File: config.mk
export PLATFORM = sky130hd
export DESIGN_NAME = uart_rx_core
export DESIGN_NICKNAME = d
export VERILOG_FILES = /design/src/rtl/uart_pkg.sv /design/src/rtl/uart_tick_gen.sv /design/src/rtl/uart_rx_core.sv
export SDC_FILE = /design/constraint.sdc
export NUM_CORES = 1
export LEC_CHECK = 0
export CAP_MARGIN = 20
export CORE_AREA = 2 2 60 62
export DETAILED_ROUTE_END_ITERATION = 8
export DIE_AREA = 0 0 62 64
export PLACE_DENSITY = 0.8
export RECOVER_POWER = 50
export SETUP_SLACK_MARGIN = 0.1
export SLEW_MARGIN = 25
export SYNTH_ARGS = -nofsm -noshare
export SYNTH_HDL_FRONTEND = slang
export SYNTH_SLANG_ARGS = --single-unit
export TNS_END_PERCENT = 1
File: constraint.sdc
create_clock -name clk -period 3.6 [get_ports clk]
set_clock_uncertainty 0.05 [all_clocks]
set_input_delay 1.08 -clock clk [delete_from_list [all_inputs] [get_ports clk]]
set_output_delay 1.08 -clock clk [all_outputs]
set_load 0.03 [all_outputs]
File: src/rtl/uart_pkg.sv
// Shared UART definitions: FSM states, oversampling ratio, byte width and
// the three mid-bit sample positions used for the majority vote.
package uart_pkg;

   localparam int UART_OVERSAMPLE = 16;
   localparam int UART_DATA_W     = 8;

   // Mid-bit samples voted 2-of-3; the decision is taken on the last one
   localparam int UART_SMP_A = 7;
   localparam int UART_SMP_B = 8;
   localparam int UART_SMP_C = 9;

   typedef enum logic [2:0] {
      ST_IDLE,
      ST_START,
      ST_DATA,
      ST_PARITY,
      ST_STOP,
      ST_BREAK
   } uart_state_t;

endpackage

File: src/rtl/uart_tick_gen.sv
// Oversample tick generator: one-cycle tick every DIV clocks, restartable so
// the first tick after a restart lands exactly DIV clocks later.
module uart_tick_gen #(
   parameter int DIV = 10
) (
   input  logic clk,
   input  logic rst,
   input  logic restart,
   output logic tick
);

   localparam int            CW   = (DIV > 1) ? $clog2(DIV) : 1;
   localparam logic [CW-1:0] LAST = CW'(DIV - 1);

   logic [CW-1:0] cnt;

   assign tick = (cnt == LAST);

   // Free-running modulo-DIV counter, zeroed by restart or on wrap
   always_ff @(posedge clk or negedge rst) begin
      if (!rst) begin
         cnt <= '0;
      end else if (restart || tick) begin
         cnt <= '0;
      end else begin
         cnt <= cnt + CW'(1);
      end
   end

endmodule

File: src/rtl/uart_rx_core.sv
// UART receiver: 16x oversampled 8N1 (8E1 when UART_RX_PARITY_EN is defined)
// with 2-of-3 majority bit decisions and a one-entry valid/ready buffer.
// Optional feature macro: UART_RX_PARITY_EN (adds PARITY state, parity_err).
module uart_rx_core
   import uart_pkg::*;
#(
   parameter int CLK_FREQ = 100_000_000,
   parameter int BAUD     = 96_000
) (
   input  logic                   clk,
   input  logic                   rst,
   input  logic                   rxd,
   output logic [UART_DATA_W-1:0] data,
   output logic                   valid,
   input  logic                   ready,
   output logic                   frame_err,
   output logic                   overrun
`ifdef UART_RX_PARITY_EN
   ,
   output logic                   parity_err
`endif
);

   // Rounded clocks per oversample tick; must be at least 2
   localparam int DIV = (CLK_FREQ + BAUD * 8) / (BAUD * 16);

   localparam logic [3:0] SC_A     = 4'(UART_SMP_A);
   localparam logic [3:0] SC_B     = 4'(UART_SMP_B);
   localparam logic [3:0] SC_C     = 4'(UART_SMP_C);
   localparam logic [3:0] SC_LAST  = 4'(UART_OVERSAMPLE - 1);
   localparam logic [2:0] LAST_BIT = 3'(UART_DATA_W - 1);

   uart_state_t            state_q, state_d;
   logic                   sync1, rxs, rxs_d;
   logic                   tick, restart;
   logic [3:0]             sc;
   logic [2:0]             bit_idx;
   logic [1:0]             smp;
   logic [UART_DATA_W-1:0] shreg;
   logic                   maj, decide, bit_end;
   logic                   commit, ferr;
`ifdef UART_RX_PARITY_EN
   logic                   par_bit, par_bad, perr;

   // Even parity: data bits plus parity bit must have an even count of ones
   assign par_bad = ^{shreg, par_bit};
`endif

   assign maj     = (smp[0] & smp[1]) | (smp[0] & rxs) | (smp[1] & rxs);
   assign decide  = tick && (sc == SC_C);
   assign bit_end = tick && (sc == SC_LAST);

   // Two-flop synchronizer plus previous-value flop for start-edge detection
   always_ff @(posedge clk or negedge rst) begin
      if (!rst) begin
         sync1 <= 1'b1;
         rxs   <= 1'b1;
         rxs_d <= 1'b1;
      end else begin
         sync1 <= rxd;
         rxs   <= sync1;
         rxs_d <= rxs;
      end
   end

   uart_tick_gen #(
      .DIV (DIV)
   ) u_tick (
      .clk     (clk),
      .rst     (rst),
      .restart (restart),
      .tick    (tick)
   );

   // FSM state register
   always_ff @(posedge clk or negedge rst) begin
      if (!rst) begin
         state_q <= ST_IDLE;
      end else begin
         state_q <= state_d;
      end
   end

   // Next-state and strobe decode
   always_comb begin
      state_d = state_q;
      restart = 1'b0;
      commit  = 1'b0;
      ferr    = 1'b0;
`ifdef UART_RX_PARITY_EN
      perr    = 1'b0;
`endif
      case (state_q)
         ST_IDLE: begin
            if (!rxs && rxs_d) begin
               state_d = ST_START;
               restart = 1'b1;
            end
         end
         ST_START: begin
            if (decide && maj) begin
               state_d = ST_IDLE;
            end else if (bit_end) begin
               state_d = ST_DATA;
            end
         end
         ST_DATA: begin
            if (bit_end && (bit_idx == LAST_BIT)) begin
`ifdef UART_RX_PARITY_EN
               state_d = ST_PARITY;
`else
               state_d = ST_STOP;
`endif
            end
         end
         ST_PARITY: begin
            if (bit_end) begin
               state_d = ST_STOP;
            end
         end
         ST_STOP: begin
            // Leave at mid-stop so a slightly fast sender's next start is caught
            if (decide) begin
`ifdef UART_RX_PARITY_EN
               perr   = par_bad;
               commit = maj && !par_bad;
`else
               commit = maj;
`endif
               if (maj) begin
                  state_d = ST_IDLE;
               end else begin
                  ferr    = 1'b1;
                  state_d = ST_BREAK;
               end
            end
         end
         ST_BREAK: begin
            if (rxs) begin
               state_d = ST_IDLE;
            end
         end
         default: state_d = ST_IDLE;
      endcase
   end

   // Sample counter, bit index, majority samples and data shift register
   always_ff @(posedge clk or negedge rst) begin
      if (!rst) begin
         sc      <= '0;
         bit_idx <= '0;
         smp     <= '0;
         shreg   <= '0;
`ifdef UART_RX_PARITY_EN
         par_bit <= 1'b0;
`endif
      end else begin
         if (restart) begin
            sc <= '0;
         end else if (tick) begin
            sc <= sc + 4'd1;
         end
         if (restart) begin
            bit_idx <= '0;
         end else if ((state_q == ST_DATA) && bit_end) begin
            bit_idx <= bit_idx + 3'd1;
         end
         if (tick && (sc == SC_A)) begin
            smp[0] <= rxs;
         end
         if (tick && (sc == SC_B)) begin
            smp[1] <= rxs;
         end
         if ((state_q == ST_DATA) && decide) begin
            shreg <= {maj, shreg[UART_DATA_W-1:1]};
         end
`ifdef UART_RX_PARITY_EN
         if ((state_q == ST_PARITY) && decide) begin
            par_bit <= maj;
         end
`endif
      end
   end

   // One-entry output buffer and registered error pulses
   always_ff @(posedge clk or negedge rst) begin
      if (!rst) begin
         data      <= '0;
         valid     <= 1'b0;
         overrun   <= 1'b0;
         frame_err <= 1'b0;
`ifdef UART_RX_PARITY_EN
         parity_err <= 1'b0;
`endif
      end else begin
         overrun   <= 1'b0;
         frame_err <= ferr;
`ifdef UART_RX_PARITY_EN
         parity_err <= perr;
`endif
         if (commit) begin
            if (!valid || ready) begin
               data  <= shreg;
               valid <= 1'b1;
            end else begin
               overrun <= 1'b1;
            end
         end else if (valid && ready) begin
            valid <= 1'b0;
         end
      end
   end

endmodule

==> Yosys cells after proc, flatten, opt, wreduce, memory -nomap -nowiden <==
Cells that the tools add are included.
{ "totals": {"register_bits": 41, "latch_bits": 0, "ram_bits": 0, "mem_bits_ro": 0, "input_bits": 4, "output_inout_bits": 11, "mem_count": 0} }
{ "op_classes": {"addsub": 3, "n_mul": 0, "div_mod_pow": 0, "magnitude_cmp": 0, "eq_ne": 18, "shifts": 0, "muxes": 26, "bitwise": 5, "reduce_logical": 21} }
{ "ops": {"columns": ["cell", "count"], "rows": [
  ["2-to-1 mux 3 bit", 10],
  ["case mux 3 bit (6 select lines)", 1],
  ["== test 4 bit, second input constant", 3],
  ["2-to-1 mux 1 bit", 12],
  ["logical AND 1 bit", 10],
  ["!= test 2 bit, second input constant", 5],
  ["== test 3 bit, second input constant", 3],
  ["2-to-1 mux 4 bit", 2],
  ["adder 7 x 1 -> 7 bit, second input constant", 1],
  ["== test 7 bit, second input constant", 1],
  ["2-to-1 mux 7 bit", 1],
  ["== test 3 x 2 -> 1 bit, second input constant", 2],
  ["AND reduction 6 bit", 1],
  ["nonzero test 2 bit", 3],
  ["adder 4 x 1 -> 4 bit, second input constant", 1],
  ["== test 4 x 3 -> 1 bit, second input constant", 1],
  ["AND reduction 2 bit", 2],
  ["adder 3 x 1 -> 3 bit, second input constant", 1],
  ["AND 1 bit", 3],
  ["== test 3 x 1 -> 1 bit, second input constant", 1],
  ["logical NOT 3 bit", 1],
  ["!= test 3 bit, second input constant", 1],
  ["logical NOT 1 bit", 2],
  ["logical OR 1 bit", 2],
  ["other kinds (2)", 3]
]} }

==> Depth between registers and ports, before layout <==
Gate-level depths: netlist (run 1).
{ "logic_depth": {"ltp_word": 7, "depth_mapped": 9, "mapped_depth_nobuf": 7} }

==> By module <==
Synthesis (run 1) repeated with hierarchy kept, for this count alone.
{ "unflattened": {"hier_cells": 151, "hier_area_um2": 1930.6} }
{ "modules_own_cells": {"columns": ["mod", "instances", "cells_each", "area_each_um2", "seq_area_each_um2"], "rows": [
  ["uart_rx_core", 1, 116, 1579.0, 854.6],
  ["uart_tick_gen", 1, 35, 351.6, 175.2]
]} }

==> Worst setup path before layout (run 1) <==
No wires, ideal clock.
{ "synth_timing": {"path_kind": "input to register", "startpoint": "input ready", "endpoint": "register data[0]", "setup_time_ns": 0.125, "arrival_ns": 1.823, "required_ns": 3.425, "setup_slack_ns": 1.601, "path_stages": 4, "n_path_buf": 0, "cell_sequence": "nand2b_1 nand2_1 nor2_8 mux2_4"} }
{ "synth_between": {"elab_chain_cells": 2} }
{ "synth_lines": {"columns": ["element", "line_no", "source"], "rows": [
  ["start: declaration", "uart_rx_core.sv:15", "input logic ready,"],
  ["logical OR 1 bit", "uart_rx_core.sv:202", "if (!valid || ready) begin"],
  ["AND reduction 2 bit (no source line)", null, null],
  ["end signal: assignment", "uart_rx_core.sv:203", "data <= shreg;"],
  ["end: declaration", "uart_rx_core.sv:13", "output logic [UART_DATA_W-1:0] data,"]
]} }
Every way passes these cells.
A chain may end at the register's enable or synchronous reset.

==> results of run 1 <==
sequential cells by signal (all words and copies together), names as in the netlist, 2 cells and up:
| signal | cells |
|---|---|
| bit_idx | 3 |
| data | 8 |
| sc | 4 |
| shreg | 8 |
| smp | 2 |
| state_q | 3 |
| u_tick.cnt | 7 |
kinds of logic (layout without fill, tap and decap cells):
kind of cell / after synthesis / count (layout) / share of synthesized area (%)
muxes: 20 / 20 / 13.2
DFF: 41 / 41 / 53.5
and+or+nand+nor: 58 / 58 / 18.7
xor gates and xnor gates: 8 / 8 / 3.64
adders and majority gates: 8 / 8 / 5.14
buffers and inverters: 8 / 27 / 1.69
AOI/OAI and AO/OA: 13 / 13 / 4.10
path summary, 6_finish.rpt:
check                           slack, ns                     end  cells past startpoint
worst max-delay path                 1.02  bit_idx[1]$_DFFE_PN0P_                      1
min in group asynchronous            1.28      smp[1]$_DFFE_PN0P_                      1
worst min-delay path                 0.32           rxs$_DFF_PN1_                      0
max in group clk                     1.05                 data[3]                      1
worst min register to register       0.32           rxs$_DFF_PN1_                      0
worst max register to register       1.39     data[4]$_DFFE_PN0P_                      7
synthesized netlist by cell type:
library cell  number
dfrtp_1           38
nand2_1           14
nor2_1            13
mux2_2             9
mux2_4             8
ha_1               7
xor2_1             6
and3_1             5
inv_1              5
nand3_1            5
a21oi_1            4
o21ai_0            4
dfstp_2            3
nand2b_1           3
nand4_1            3
nor2b_1            3
buf_2              2
mux2_1             2
nand4b_1           2
xnor2_1            2
a211oi_1           1
a21boi_0           1
a221o_1            1
a31oi_1            1
and2_1             1
and3b_1            1
and4bb_1           1
clkbuf_1           1
maj3_2             1
mux2i_1            1
nand2_2            1
nand3_4            1
nand3b_1           1
nand3b_4           1
nor2_8             1
nor4_1             1
nor4b_4            1
o31ai_1            1
power by group through the flow:
stage                     clock network (mW)  registers (mW)  logic (mW)
final                                  0.313           0.591       0.220
after floorplan                            0           0.573       0.183
after global placement                     0           0.594       0.204
after CTS                              0.320           0.590       0.221
after global routing                   0.338           0.602       0.250
after detailed placement                   0           0.598       0.219
area by class of cell:
class | count | area (µm²) | share of cell area (%)
Sequential cell | 41 | 1030 | 47.0
Multi-Input combinational cell | 107 | 862 | 39.3
Timing Repair Buffer | 14 | 134 | 6.11
Tap cell | 46 | 57.6 | 2.63
Clock buffer | 6 | 51.3 | 2.34
Clock inverter | 2 | 37.5 | 1.71
Inverter | 5 | 18.8 | 0.857
per-stage QoR:
stage	total power, mW	hold slack [ns]	instance area [µm²]	util, %
finish	1.12	0.319	2190	66.7
CTS	1.13	0.315	2190	66.7
detailed placement	0.818	0.298	2100	64.0
floorplan	0.757	0.295	1920	-
global placement	0.798	0.296	2100	64.0
global route	1.19	0.327	2190	66.7
per-layer routing:
metal | share of wire [%] | wire [µm]
met1 | 44 | 1450
met2 | 52 | 1700
met3 | 2.9 | 96
met4 | 1.0 | 34
met5 | 0 | 0
==> results.md, run 1 <==
- Slew Viols, Final: 42
- Global routing usage on met3: 5.47%
- Initial Utilization: 58.6%
- Die Area: 0.00397 mm²
- HP Class: register to register
- Crit path max fanout: 41
- Post-DR wirelength/cell: 14.8 µm
- Seq pwr share: 52.6%
- Max cap viols: 1
- Die H: 64 µm
- Rel. slew slack: -40.3%
- Routed vias: 1,208
- Yosys top cell area share: 49.4%
- Leak: 1.08 nW
- Core Rows: 21
- Commonest non-fill, non-tap cells in the layout: 38 x dfrtp_1, 14 x nand2_1, 13 x nor2_1
- Switching Share: 30.7%
- Vias in the first global route: 1,203
- I/O Pins: 15
- Sequential share of the synthesized area: 53.5%
- Core area: 0.00328 mm²
- CP Launch Type: input port
- Status: finished with violations
- RSZ-0062 raised after global routing: no
- Setup TNS: 0 ns
- Distinct cells, synth: 38
- Worst EP required: 3.60 ns
- Critical path arrival: 2.57 ns
- Drt via density: 5.47
- Most common cell after layout, fill and taps aside: dfrtp_1
- Grt met2 use: 30.6%
- Nets: 185
- Gate Count Post-Synth: 156
- Syn_area_per_cell: 12.3 µm²
- Combinational power share: 19.6%
- Final setup margin: 1.02 ns
- Synth-to-Final Area Change: 13.8%
- Netlist Area Pre-Place: 0.00192 mm²
- DRC errors left: 0
- Root buffer cell: clkbuf_4
- Global-route wire length before repair: 5490 µm
- CP Cell Sequence: clkbuf_1
- Post-CTS Setup Bufs: 0
- Drt total wl: 3280 µm
- Failing checks: max-capacitance violations, max-slew violations
- Non-filler cells, final: 221
- Post_cts resized: 0
- CP peak stage delay: 1.48 ns
- Tcrit/Tclk final: 71.6%
- Register bit total from synthesis: 41
- Psw: 0.345 mW
- DIE WIDTH: 62 µm
- DRT Pass-1 Iters: 4
- Area leader, netlist: dfrtp_1
- Antenna Nets Post-Route: 0
- Placed cells: 213
- CTS max path bufs: 2
- DP Worst Slack: 1.03 ns
- Ranking of synthesized cells by area: dfrtp_1 49%, mux2_4 6.2%, mux2_2 5.3%
- Power Internal: 0.779 mW
- Power Density: 513 mW/mm²
- CTS buffer count: 5
- CP Launch Point: rst
- Crit Reg-Reg Startpoint: u_tick.cnt[0]$_DFF_PN0_
- Busiest grt layer: met2
- Fmax: 388 MHz
- Fillers: 251
- Total grt overflow: 0
- Clk sinks: 41
- Clock transition at path regs: 0.11 ns
- Placer Congestion: 0.795
- Tmin final: 2.58 ns
- Met1 GRT Util: 23.6%
- Share of cells above drive strength 1: 18.9%
- Worst setup path class: input port to asynchronous set/reset pin
- GRT Total Usage: 18.9%
- Syn Nets: 167
- Largest net degree at the start of global routing: 42
- Clock share of power: 27.8%
- Dpl hpwl: 2380 µm
- Min-delay src: sync1$_DFF_PN1_
- Slew @ Worst Pin: 2.10 ns
- CTS tree: built
- Port bufs: 14
- Peak VDD IR: 0.354 mV
- H-tree levels: 2
- Final hold vios: 0
- Drt initial violations: 48
- Ant. Diodes: 0
- Setup crit end kind: asynchronous set/reset pin
- YS warnings: 0
- Endpoints failing setup: 0
- Critical Path Slowest Stage Cell: clkbuf_1
- Initial antenna violation count: 0
- Clk_lat worst skew: 0.34 ns
- Cell family with most CP delay: buffers and inverters
- WP buf/inv: 1
- CTS Hold Bufs: 0
(Power assumes the default switching activity.)
==> run 2: changes to the inputs <==
Settings changed: CORE_AREA 2 2 60 62 to 2 2 65 67, DIE_AREA 0 0 62 64 to 0 0 67 69, PLACE_DENSITY 0.8 to 0.72.
Clock period 3.6 ns to 2.33 ns, I/O delays scaled along.
==> results.md, run 2 (same netlist as run 1, synthesis figures left out) <==
- Cell family with most CP delay: buffers and inverters
- Drt via density: 5.33
- DIE WIDTH: 67 µm
- Global-route wire length before repair: 5790 µm
- Grt met2 use: 24.8%
- Met1 GRT Util: 22.7%
- CTS Hold Bufs: 0
- Post_cts resized: 0
- Placed inst area: 0.00214 mm²
- I/O Pins: 15
- Antenna Nets Post-Route: 0
- Design area: 0.00224 mm²
- Post-CTS Setup Bufs: 0
- Endpoints failing setup: 0
- Final Util: 57.3%
- RSZ-0062 raised after global routing: no
- Root buffer cell: clkbuf_8
- CTS buffer count: 5
- Rel. slew slack: 38.7%
- Tcrit/Tclk final: 89.9%
- CP peak stage delay: 0.69 ns
- DRT Pass-1 Iters: 4
- Fmax: 477 MHz
- Most common cell after layout, fill and taps aside: dfrtp_1
- WP buf/inv: 1
- Max cap viols: 0
- Placer Congestion: 0.746
- Total grt overflow: 0
- Initial Utilization: 49.2%
- Synth-to-Final Area Change: 16.6%
- Leak: 1.10 nW
- Status: complete, no violations
- GRT Total Usage: 16.5%
- Worst EP required: 1.58 ns
- Nets: 188
- Port bufs: 14
- Slew @ Worst Pin: 0.920 ns
- Global routing usage on met3: 4.40%
- Drt total wl: 3310 µm
- Slew Viols, Final: 0
- Commonest non-fill, non-tap cells in the layout: 38 x dfrtp_1, 14 x nand2_1, 13 x nor2_1
- Fillers: 331
- DRC errors left: 0
- Setup crit end kind: output port
- Core Rows: 23
- H-tree levels: 2
- Clock transition at path regs: 0.08 ns
- Share of cells above drive strength 1: 19.7%
- CP Launch Type: register
- Routed vias: 1,216
- Peak VDD IR: 0.479 mV
- Drt initial violations: 91
- Largest net degree at the start of global routing: 26
- Worst setup path class: register to output port
- Power Density: 826 mW/mm²
- CP Cell Sequence: clkdlybuf4s50_1
- CTS max path bufs: 2
- Initial antenna violation count: 0
- Biggest regs: data (8), shreg (8), u_tick.cnt (7)
- Die H: 69 µm
- Clk sinks: 41
- CTS tree: built
- HP Class: register to register
- Final hold vios: 0
- Setup TNS: 0 ns
- Die Area: 0.00462 mm²
- Critical path arrival: 1.35 ns
- Post-DR wirelength/cell: 14.5 µm
- Critical Path Slowest Stage Cell: clkdlybuf4s50_1
- Core area: 0.00391 mm²
- Crit path max fanout: 2
- Busiest grt layer: met2
- Ant. Diodes: 0
- Vias in the first global route: 1,182
- Tmin final: 2.10 ns
- Clk_lat worst skew: 0.29 ns
- Dpl hpwl: 2470 µm
## run 2: cell types whose count changed in the layout (fill, tap and decap cells not counted), sizes merged
cell | before | now
buf | 0 | 1
clkbuf | 7 | 9
## run 2: area by class of cell
cell class              count  area (µm²)  share of cell area [%]
clock buffers               6        82.6                    3.68
flip-flops and latches     41        1030                    45.9
inverters                   5        18.8                   0.837
well taps                  50        62.6                    2.79
repair buffers             17         150                    6.69
clock inverters             2        37.5                    1.67
multi-input cells         107         862                    38.4
## run 2: report_power, final
part	total (mW)	switching, mW	internal [mW]
clock network	0.587	0.239	0.348
registers	0.922	0.128	0.794
logic	0.344	0.187	0.157
total	1.85	0.554	1.30
## run 2: final timing paths
check                      cells after the start                endpoint  slack, ns                     from
hold reg to reg                                0           rxs$_DFF_PN1_       0.31          sync1$_DFF_PN1_
max in group asynchronous                      2  bit_idx[0]$_DFFE_PN0P_       0.66                      rst
setup reg to reg                               7  state_q[0]$_DFFE_PN0P_       0.26  u_tick.cnt[0]$_DFF_PN0_
min in group asynchronous                      1      smp[0]$_DFFE_PN0P_       0.47                      rst
setup / recovery                               1                 data[0]       0.23      data[0]$_DFFE_PN0P_
hold / removal                                 0           rxs$_DFF_PN1_       0.31          sync1$_DFF_PN1_
## run 2: metal layers
metal,wire (µm),up-vias
li1,-,584
met1,1550,606
met2,1600,20
met5,0,-
met3,105,6
met4,53,0
## run 2: stage by stage
step	std cells	total power [mW]	hold slack (ns)	worst slack, ns
after floorplan	156	1.17	0.295	0.334
after global placement	220	1.26	0.296	0.218
after detailed placement	220	1.29	0.297	0.160
after CTS	228	1.88	0.283	0.220
after global routing	228	1.97	0.318	0.115
final	228	1.85	0.312	0.234
